<file path="src/rtl/mem_bus_decoder_if.sv">
// rtl/mem_bus_decoder_if.sv - core-side and slave-side signals of the memory bus decoder
interface mem_bus_decoder_if #(
  parameter int N_SLAVES = 3,
  parameter int ADDR_W   = 12,
  parameter int DATA_W   = 32
);
  logic                         m_req;
  logic                         m_we;
  logic [ADDR_W-1:0]            m_addr;
  logic [DATA_W-1:0]            m_wdata;
  logic                         m_ready;
  logic [DATA_W-1:0]            m_rdata;
  logic                         m_err;
  logic [N_SLAVES-1:0]          s_sel;
  logic                         s_we;
  logic [ADDR_W-1:0]            s_addr;
  logic [DATA_W-1:0]            s_wdata;
  logic [N_SLAVES*DATA_W-1:0]   s_rdata;
  logic [N_SLAVES-1:0]          s_ready;

  // Environment view: the core drives requests, the slaves drive read data and completion.
  modport master (
    output m_req, m_we, m_addr, m_wdata, s_rdata, s_ready,
    input  m_ready, m_rdata, m_err, s_sel, s_we, s_addr, s_wdata
  );

  modport slave (
    input  m_req, m_we, m_addr, m_wdata, s_rdata, s_ready,
    output m_ready, m_rdata, m_err, s_sel, s_we, s_addr, s_wdata
  );
endinterface

</file>
<file path="src/rtl/mem_bus_decoder.sv">
// rtl/mem_bus_decoder.sv - routes one master to N address regions with wait states, timeout and error response
module mem_bus_decoder #(
  parameter int                        N_SLAVES  = 3,
  parameter int                        ADDR_W    = 12,
  parameter int                        DATA_W    = 32,
  parameter logic [N_SLAVES*ADDR_W-1:0] BASE     = {12'h700, 12'h200, 12'h000},
  parameter logic [N_SLAVES*5-1:0]     SIZE_LOG2 = {5'd5, 5'd8, 5'd9},
  parameter int                        TIMEOUT   = 15
) (
  input  logic             clk,
  input  logic             rst,
  mem_bus_decoder_if.slave bus,
  output logic [7:0]       err_count
);

  localparam int IW = (N_SLAVES > 1) ? $clog2(N_SLAVES) : 1;
  localparam int CW = (TIMEOUT > 0) ? $clog2(TIMEOUT + 1) : 1;

  typedef enum logic [1:0] {IDLE, ACCESS, RESP, ERR} state_t;

  state_t              state_q, state_d;
  logic [IW-1:0]       idx_q, idx_d;
  logic [ADDR_W-1:0]   off_q, off_d;
  logic                we_q, we_d;
  logic [DATA_W-1:0]   wdata_q, wdata_d;
  logic [DATA_W-1:0]   rdata_q, rdata_d;
  logic                err_q, err_d;
  logic [CW-1:0]       cnt_q, cnt_d;
  logic [7:0]          err_count_q, err_count_d;

  logic                hit;
  logic [IW-1:0]       hit_idx;
  logic [ADDR_W-1:0]   hit_off;
  logic                sel_ready;
  logic [DATA_W-1:0]   sel_rdata;
  logic [N_SLAVES-1:0] s_sel;
  logic                m_ready;
  logic                m_err;

  // Scan from the top so the lowest matching index is the one left standing.
  always_comb begin
    hit     = 1'b0;
    hit_idx = '0;
    hit_off = '0;
    for (int i = N_SLAVES - 1; i >= 0; i--) begin
      if ((bus.m_addr >= BASE[i*ADDR_W +: ADDR_W]) &&
          (64'(bus.m_addr - BASE[i*ADDR_W +: ADDR_W]) < (64'd1 << SIZE_LOG2[i*5 +: 5]))) begin
        hit     = 1'b1;
        hit_idx = IW'(i);
        hit_off = bus.m_addr - BASE[i*ADDR_W +: ADDR_W];
      end
    end
  end

  always_comb begin
    sel_ready = 1'b0;
    sel_rdata = '0;
    s_sel     = '0;
    for (int i = 0; i < N_SLAVES; i++) begin
      if (idx_q == IW'(i)) begin
        sel_ready = bus.s_ready[i];
        sel_rdata = bus.s_rdata[i*DATA_W +: DATA_W];
        s_sel[i]  = (state_q == ACCESS);
      end
    end
  end

  always_comb begin
    state_d = state_q;
    idx_d   = idx_q;
    off_d   = off_q;
    we_d    = we_q;
    wdata_d = wdata_q;
    rdata_d = rdata_q;
    err_d   = err_q;
    cnt_d   = cnt_q;
    unique case (state_q)
      IDLE: begin
        if (bus.m_req) begin
          if (hit) begin
            idx_d   = hit_idx;
            off_d   = hit_off;
            we_d    = bus.m_we;
            wdata_d = bus.m_wdata;
            cnt_d   = '0;
            state_d = ACCESS;
          end else begin
            state_d = ERR;
          end
        end
      end
      ACCESS: begin
        if (sel_ready) begin
          rdata_d = we_q ? '0 : sel_rdata;
          err_d   = 1'b0;
          state_d = RESP;
        end else if ((TIMEOUT != 0) && (cnt_q == CW'(TIMEOUT - 1))) begin
          rdata_d = '0;
          err_d   = 1'b1;
          state_d = RESP;
        end else begin
          cnt_d = cnt_q + 1'b1;
        end
      end
      RESP:    state_d = IDLE;
      ERR:     state_d = IDLE;
      default: state_d = IDLE;
    endcase
  end

  assign m_ready     = (state_q == RESP) || (state_q == ERR);
  assign m_err       = (state_q == ERR) || ((state_q == RESP) && err_q);
  assign err_count_d = (m_ready && m_err && (err_count_q != 8'hFF)) ? err_count_q + 8'd1 : err_count_q;

  always_ff @(posedge clk) begin
    if (rst) begin
      state_q     <= IDLE;
      idx_q       <= '0;
      off_q       <= '0;
      we_q        <= 1'b0;
      wdata_q     <= '0;
      rdata_q     <= '0;
      err_q       <= 1'b0;
      cnt_q       <= '0;
      err_count_q <= '0;
    end else begin
      state_q     <= state_d;
      idx_q       <= idx_d;
      off_q       <= off_d;
      we_q        <= we_d;
      wdata_q     <= wdata_d;
      rdata_q     <= rdata_d;
      err_q       <= err_d;
      cnt_q       <= cnt_d;
      err_count_q <= err_count_d;
    end
  end

  assign bus.s_sel   = s_sel;
  assign bus.s_we    = (state_q == ACCESS) && we_q;
  assign bus.s_addr  = off_q;
  assign bus.s_wdata = wdata_q;
  assign bus.m_ready = m_ready;
  assign bus.m_err   = m_err;
  assign bus.m_rdata = (state_q == RESP) ? rdata_q : '0;
  assign err_count   = err_count_q;

endmodule

</file>
<file path="src/flat_wrapper.sv">
// flat-port wrapper written by rule: the top's interface ports become plain ports
module mem_bus_decoder_flat 
#(
  parameter int                        N_SLAVES  = 3,
  parameter int                        ADDR_W    = 12,
  parameter int                        DATA_W    = 32,
  parameter logic [N_SLAVES*ADDR_W-1:0] BASE     = {12'h700, 12'h200, 12'h000},
  parameter logic [N_SLAVES*5-1:0]     SIZE_LOG2 = {5'd5, 5'd8, 5'd9},
  parameter int                        TIMEOUT   = 15
)
  (clk, rst, err_count, bus_m_req, bus_m_we, bus_m_addr, bus_m_wdata, bus_s_rdata, bus_s_ready, bus_m_ready, bus_m_rdata, bus_m_err, bus_s_sel, bus_s_we, bus_s_addr, bus_s_wdata);
  mem_bus_decoder_if #(.N_SLAVES(N_SLAVES), .ADDR_W(ADDR_W), .DATA_W(DATA_W)) bus_i ();
  input  logic clk;
  input  logic rst;
  output logic [7:0] err_count;
  input wire logic [$bits(bus_i.m_req)-1:0] bus_m_req;
  input wire logic [$bits(bus_i.m_we)-1:0] bus_m_we;
  input wire logic [$bits(bus_i.m_addr)-1:0] bus_m_addr;
  input wire logic [$bits(bus_i.m_wdata)-1:0] bus_m_wdata;
  input wire logic [$bits(bus_i.s_rdata)-1:0] bus_s_rdata;
  input wire logic [$bits(bus_i.s_ready)-1:0] bus_s_ready;
  output wire logic [$bits(bus_i.m_ready)-1:0] bus_m_ready;
  output wire logic [$bits(bus_i.m_rdata)-1:0] bus_m_rdata;
  output wire logic [$bits(bus_i.m_err)-1:0] bus_m_err;
  output wire logic [$bits(bus_i.s_sel)-1:0] bus_s_sel;
  output wire logic [$bits(bus_i.s_we)-1:0] bus_s_we;
  output wire logic [$bits(bus_i.s_addr)-1:0] bus_s_addr;
  output wire logic [$bits(bus_i.s_wdata)-1:0] bus_s_wdata;
  assign bus_i.m_req = bus_m_req;
  assign bus_i.m_we = bus_m_we;
  assign bus_i.m_addr = bus_m_addr;
  assign bus_i.m_wdata = bus_m_wdata;
  assign bus_i.s_rdata = bus_s_rdata;
  assign bus_i.s_ready = bus_s_ready;
  assign bus_m_ready = bus_i.m_ready;
  assign bus_m_rdata = bus_i.m_rdata;
  assign bus_m_err = bus_i.m_err;
  assign bus_s_sel = bus_i.s_sel;
  assign bus_s_we = bus_i.s_we;
  assign bus_s_addr = bus_i.s_addr;
  assign bus_s_wdata = bus_i.s_wdata;
  mem_bus_decoder #(.N_SLAVES(N_SLAVES), .ADDR_W(ADDR_W), .DATA_W(DATA_W), .BASE(BASE), .SIZE_LOG2(SIZE_LOG2), .TIMEOUT(TIMEOUT)) u_core (.clk(clk), .rst(rst), .bus(bus_i), .err_count(err_count));
endmodule
</file>
<file path="config.mk">
export PLATFORM = sky130hd
export DESIGN_NAME = mem_bus_decoder_flat
export DESIGN_NICKNAME = d
export VERILOG_FILES = /design/src/rtl/mem_bus_decoder_if.sv /design/src/rtl/mem_bus_decoder.sv /design/src/flat_wrapper.sv
export SDC_FILE = /design/constraint.sdc
export NUM_CORES = 1
export LEC_CHECK = 0
export CELL_PAD_IN_SITES_DETAIL_PLACEMENT = 1
export CELL_PAD_IN_SITES_GLOBAL_PLACEMENT = 2
export CORE_UTILIZATION = 21
export DETAILED_ROUTE_END_ITERATION = 8
export PLACE_DENSITY = 0.86
export REMOVE_ABC_BUFFERS = 1
export SYNTH_ARGS = -nofsm -noshare
export SYNTH_HDL_FRONTEND = slang
export SYNTH_SLANG_ARGS = --single-unit
</file>
<file path="constraint.sdc">
create_clock -name clk -period 2.3 [get_ports clk]
set_clock_uncertainty 0.2 [all_clocks]
set_input_delay 0.345 -clock clk [delete_from_list [all_inputs] [get_ports clk]]
set_output_delay 0.345 -clock clk [all_outputs]
set_load 0.1 [all_outputs]
</file>
==> results.md <==
* Hold Path Class: in -> reg
* CP required at 2.37 ns
* Async S/R FF share, synth at 0
* Via count at 4866
* DIE HEIGHT at 149 um
* Worst R2R Setup Slack at 0.23 ns
* Endpoints failing hold at 0
* Cell depth of the worst setup path at 6
* Simple-gate area share of the yosys netlist at 0.240
* Max-Cap Viols at 0
* Area share of the largest cell type after synthesis at 0.416
* RSZ-0062 raised after global routing: no
* Crit path DAT at 2.27 ns
* Hold Crit Start: rst
* Clock power frac at 0.360
* Final min period at 2.20 ns
* Synth Warn # at 0
* Net Switching at 1.13 mW
* Fin nets at 973
* Clock Pin Slew Worst Setup and Hold Paths at 0.06 ns
* Synth cell types at 43
* Final period util at 0.956
* Sw frac at 0.277
* Synthesized netlist cell count at 571
* Mean Syn Cell Area at 7.92 um2
* Initial Util at 0.215
* Power per cell area at 511 mW/mm2
* Commonest non-fill, non-tap cell in the layout: clkdlybuf4s50_1
* Max VDD drop at 368 uV
* Horiz. Die Dim at 149 um
* Final core utilization at 0.380
* Post-synthesis mux area share at 0.0752
* Hold Path Depth at 2
* Synth Area in XOR/XNOR at 0.0174
* Detailed Place HPWL at 12700 um
* Sequential share of power at 0.418
* Number of buffers created by CTS at 9
* Static Leakage at 2.98 nW
* Worst-case clock buffer depth at 2
* Gpl congestion at 0.739
* Initial DRC Count at 92
* CTS tree: done
* Crit path capture type: flip-flop
* IO buf count at 236
* Mapped cell area at 0.00452 mm2
* Depth of the worst register-to-register path at 7
* Drt drc at 0
* First-pass GRT wire length at 25700 um
* Total I/O pin count at 237
* H-tree depth at 3
* Final WL at 16600 um
* Final antenna-violating net count at 0
* Register bit total from synthesis at 94
* WL/cell at 15.2 um
* Clock sinks at 94
* Post-route cell area at 0.00801 mm2
* DP Area at 0.00765 mm2
* Ys flop type: dfxtp_1
* Compound-gate portion of the synthesized area at 0.181
* FF-to-FF Start: u_core.cnt_q[0]
* Kind of critical path: in -> reg
* Count of final max-slew check failures at 0
* CP top delay family: simple AND/OR/NAND/NOR gates
* Peak per-stage delay on the critical path at 0.52 ns
* Clk Latency, worst-skew pair at 0.34 ns
* All-Layer GR Usage at 0.148
* Post-synth top area cell: dfxtp_1
* Worst min-delay path endpoint: u_core.state_q[0]
* Power Internal at 2.96 mW
* Comb power frac at 0.221
* Area growth, synth to finish at 77.0%
* Via density at 4.44
* Slew headroom at 0.589
* Layout cell share with drive strength beyond 1 at 0.194
* Largest net degree at the start of global routing at 49
* Post-Synth Adder-Cell Area at 0.0249
* Remaining global-route overflow at 0
* Initial antenna violation count at 0
* Vias in the first global route at 5018
* Seq/Total Area, Yosys at 0.416
* DR pass1 iterations at 4
* Largest family of logic cells by synthesized area: simple AND/OR/NAND/NOR gates
* Post-layout power at 4.09 mW
* Total core area at 0.0211 mm2
* Total negative slack at 0 ns
* Worst R2R End: u_core.cnt_q[3]
* Most frequent cells in the layout: clkdlybuf4s50_1 (142), nand2_1 (123), dfxtp_1 (92)
* Die area at 0.0221 mm2
* Pre-CTS setup slack at -0.446 ns
* Post-synth EDFFs at 0
* Root Buffer: clkbuf_16
* Status: finished, final reports clean
* Worst Max-Slew Pin Slew at 0.613 ns
* Fmax at 0.455 GHz
* Largest cells by area after synthesis: dfxtp_1 (42%), nand2_1 (10%), mux2i_1 (7.5%)
* Critical-path cell list: clkdlybuf4s50_1 -> and4b_2 -> o211ai_2 -> and3_1 -> or4_1 -> a21oi_1
* CP bufs+invs at 1
* CP Launch Type: primary input
* Row Count at 53
* Critical-path top delay cell: clkdlybuf4s50_1
* Worst setup margin at 0.101 ns
* Max FO, Critical Path at 6
* Final setup fails at 0
-- flip-flops by register name, summed over array words and instances (netlist names) --
signal and count:
u_core.bus.s_wdata 32, u_core.state_q 2, u_core.err_q 1, u_core.rdata_q 32, u_core.err_count 8, u_core.cnt_q 4, u_core.idx_q 2, u_core.bus.s_addr 12
u_core.we_q 1
-- per-layer routing --
| layer | vias up | global-route usage | share of wire | wire, um |
|---|---|---|---|---|
| li1 | 2414 | - | - | - |
| met1 | 2238 | 0.171 | 0.41 | 6880 |
| met2 | 199 | 0.249 | 0.46 | 7640 |
| met3 | 15 | 0.0535 | 0.11 | 1850 |
| met4 | 0 | 0.0536 | 0.016 | 267 |
| met5 | - | 0 | 0 | 0 |
-- through the flow --
step,hold WS (ns),cells
after floorplan,0.214,529
after global routing,0.132,1094
after detailed placement,0.249,1076
after global placement,0.242,1076
after CTS,0.121,1092
final,0.125,1095
-- worst register-to-register path, cell delays in order, from the launching register on --
cell and delay, ns:
dfxtp_1 0.40, inv_1 0.06, ha_1 0.20, nand3_1 0.11, o211ai_1 0.13, o21a_1 0.24
or4_1 0.51, a21oi_1 0.15
-- final cells by class --
class,count,area [um2]
antenna,1,2.50
clock buffer,11,243
clock inverter,2,35.0
fill,2454,13100
inverter,8,30.0
multi-input combinational,427,2460
sequential,94,1880
tap,275,344
timing repair buffer,277,3010
-- synth_stat cells, types with 2 or more instances --
| cell | number |
|---|---|
| nand2_1 | 123 |
| dfxtp_1 | 94 |
| nor2_1 | 53 |
| a21oi_1 | 47 |
| and2_1 | 36 |
| o21ai_0 | 36 |
| mux2i_1 | 34 |
| a22oi_1 | 32 |
| clkbuf_1 | 31 |
| ha_1 | 9 |
| nor3_1 | 9 |
| inv_1 | 8 |
| xnor2_1 | 7 |
| buf_2 | 6 |
| nand3_1 | 5 |
| nor2b_1 | 4 |
| o21a_1 | 4 |
| buf_1 | 3 |
| a211oi_1 | 2 |
| nand2b_1 | 2 |
| o31ai_1 | 2 |
| or4_1 | 2 |
| xor2_1 | 2 |
-- kinds of logic after synthesis --
| logic type | count (synthesis) |
|---|---|
| adder cells (fa/ha/maj) | 9 |
| buffers and inverters | 50 |
| flip-flops | 94 |
| AND/OR/NAND/NOR | 242 |
| XOR/XNOR | 9 |
| AO/OA/AOI/OAI | 133 |
| multiplexers | 34 |
-- power groups by stage --
stage	clock, mW	combinational (mW)	sequential (mW)
after floorplan	0	0.241	1.91
after global placement	0	0.892	1.75
after detailed placement	0	0.904	1.75
after CTS	1.54	0.915	1.71
after global routing	1.60	0.969	1.72
final	1.47	0.905	1.71
-- worst max path at each step --
stage                                from                     end  slack, ns
after global placement      bus_m_addr[9]         u_core.cnt_q[3]      -0.36
after global routing       bus_m_addr[11]         u_core.cnt_q[3]      0.005
after CTS                   bus_m_addr[8]  u_core.bus.s_wdata[29]      -0.02
after detailed placement    bus_m_addr[9]  u_core.bus.s_wdata[29]      -0.45
after floorplan           u_core.idx_q[0]            bus_s_sel[1]      -1.92
final                      bus_m_addr[11]         u_core.cnt_q[3]       0.10
-- repair_timing --
action | in CTS | in global routing
cloned | 1 | 0
buffers inserted | 2 | 2
pin swaps | 1 | 1
gates resized for setup | 4 | 6
endpoints found under the setup margin | 44 | 46
hold buffers | 0 | 0
Note: power is estimated with default switching activity, not from simulation.
==> RTL change, RTL diff (same settings) <==
`ADDR_W` is set to 12 in 3 places; all go to 13.
--- a/src/rtl/mem_bus_decoder_if.sv
+++ b/src/rtl/mem_bus_decoder_if.sv
@@ -1,7 +1,7 @@
 // rtl/mem_bus_decoder_if.sv - core-side and slave-side signals of the memory bus decoder
 interface mem_bus_decoder_if #(
   parameter int N_SLAVES = 3,
-  parameter int ADDR_W   = 12,
+  parameter int ADDR_W   = 13,
   parameter int DATA_W   = 32
 );
   logic                         m_req;
--- a/src/rtl/mem_bus_decoder.sv
+++ b/src/rtl/mem_bus_decoder.sv
@@ -1,7 +1,7 @@
 // rtl/mem_bus_decoder.sv - routes one master to N address regions with wait states, timeout and error response
 module mem_bus_decoder #(
   parameter int                        N_SLAVES  = 3,
-  parameter int                        ADDR_W    = 12,
+  parameter int                        ADDR_W    = 13,
   parameter int                        DATA_W    = 32,
   parameter logic [N_SLAVES*ADDR_W-1:0] BASE     = {12'h700, 12'h200, 12'h000},
   parameter logic [N_SLAVES*5-1:0]     SIZE_LOG2 = {5'd5, 5'd8, 5'd9},
--- a/src/flat_wrapper.sv
+++ b/src/flat_wrapper.sv
@@ -2,7 +2,7 @@
 module mem_bus_decoder_flat 
 #(
   parameter int                        N_SLAVES  = 3,
-  parameter int                        ADDR_W    = 12,
+  parameter int                        ADDR_W    = 13,
   parameter int                        DATA_W    = 32,
   parameter logic [N_SLAVES*ADDR_W-1:0] BASE     = {12'h700, 12'h200, 12'h000},
   parameter logic [N_SLAVES*5-1:0]     SIZE_LOG2 = {5'd5, 5'd8, 5'd9},
Ports: changed (resized bus_m_addr and bus_s_addr); port bits go from 237 to 239. No check against the original RTL was run, so the function may have changed too.
==> RTL change against the unedited design <==
Worst setup slack got worse by 8.3 ps. Wire length rose by 14%. Design area rose by 8.2%. Synthesized cell count rose by 4.0%. Area after synthesis rose by 10%. Power rose by 0.63%. Largest cell class unchanged. Global-route usage rose by 0.71 points. Sequential cell count rose by 1.
==> RTL change: results <==
export IMPL_dp_final_hpwl_um=13800
export IMPL_netlist_top_cells_count="nand2_1, dfxtp_1, mux2i_1"
export IMPL_final_cells=1165
export IMPL_sh_seq_area_pct=22.0
export IMPL_cp_startpoint="bus_m_addr[9]"
export IMPL_post_cts_setup_buffers=7
export IMPL_netlist_area_sq_um=4970
export IMPL_gp_congestion=0.733
export IMPL_first_global_vias=5320
export IMPL_grt_pass1_wl_um=29000
export IMPL_crit_fanout=5
export IMPL_htree_levels=3
export IMPL_area_growth_pct=74.3
export IMPL_layout_nets=1003
export IMPL_yosysSeqAreaShare_pct=38.2
export IMPL_ctsResizeCount=13
export IMPL_layout_drive_gt1_share_pct=20.9
export IMPL_grt_antenna_before_repair=1
export IMPL_viasPerCell=4.42
export IMPL_num_nonclk_buffers=288
export IMPL_yosys_top_cells_area="dfxtp_1, mux2i_1, nand2_1, a22oi_1, and2_1"
export IMPL_r2r_start="u_core.idx_q[0]"
export IMPL_leakage_nw=3.25
export IMPL_grt_max_degree=44
export IMPL_syn_inst=594
export IMPL_max_slew_margin_rel_pct=56.3
export IMPL_multi_input_area_sq_um=2830
export IMPL_final_nonclk_buf_share_pct=37.0
export IMPL_routed_wl_um=18900
export IMPL_dp_cells=1137
export IMPL_multi_input_comb_cells=445
export IMPL_start_util_pct=21.7
export IMPL_postPlaceCellArea_sq_um=8120
export IMPL_ir_worst_vdd_mv=0.309
export IMPL_track_usage_pct=15.5
export IMPL_clock_area_share_pct=3.45
export IMPL_ys_types=53
export IMPL_status="finished, final reports clean"
export IMPL_fill_cells=2638
[RTL change: changes by cell type in the layout (fill, tap and decap cells not counted), moves of 4 or more]
cell and change:
a21oi_1 -38, and3_1 +4, nor2_1 -6, nand3_1 +5
nor2b_1 +4, and2_1 -5, mux2i_1 +40, buf_12 +4
nand2_1 -4
[RTL change: worst max-delay path: stages]
cell and delay, ps:
clkbuf_2 100, inv_2 60, ha_2 170, or4b_4 490, o221ai_4 90, nand2_4 90
a21oi_4 170, buf_6 120, buf_12 100, buf_12 100, bufbuf_16 250, mux2i_1 170
[RTL change: logic make-up (layout without fill, tap and decap cells)]
family | count (synthesis) | in the layout | synth area share [%]
AND/OR/NAND/NOR | 249 | 249 | 22.9
XOR/XNOR | 8 | 8 | 1.41
flip-flops | 95 | 95 | 38.2
AO/OA/AOI/OAI | 103 | 103 | 14.0
other | 0 | 1 | 0
buffers and inverters | 54 | 311 | 5.86
multiplexers | 77 | 77 | 15.5
adder cells (fa/ha/maj) | 8 | 8 | 2.01
[RTL change: path summary, 6_finish.rpt]
kind | endpoint | slack (ps) | depth (start not counted)
max | u_core.bus.s_wdata[14] | 90 | 12
max reg2reg | u_core.cnt_q[1] | 250 | 6
min reg2reg | u_core.bus.s_wdata[29] | 260 | 2
min | u_core.state_q[1] | 200 | 2
[RTL change: per-layer routing]
layer / routed length, um / vias to the layer above / track usage (%)
met4: 172 / 0 / 3.92
li1: - / 2539 / -
met5: 0 / - / 0
met2: 8980 / 209 / 27.0
met1: 7930 / 2390 / 18.2
met3: 1820 / 11 / 4.92
[RTL change: where the power goes]
group / internal [mW] / switching [mW]
Clock: 0.896 / 0.646
Sequential: 1.68 / 0.0243
Combinational: 0.425 / 0.440
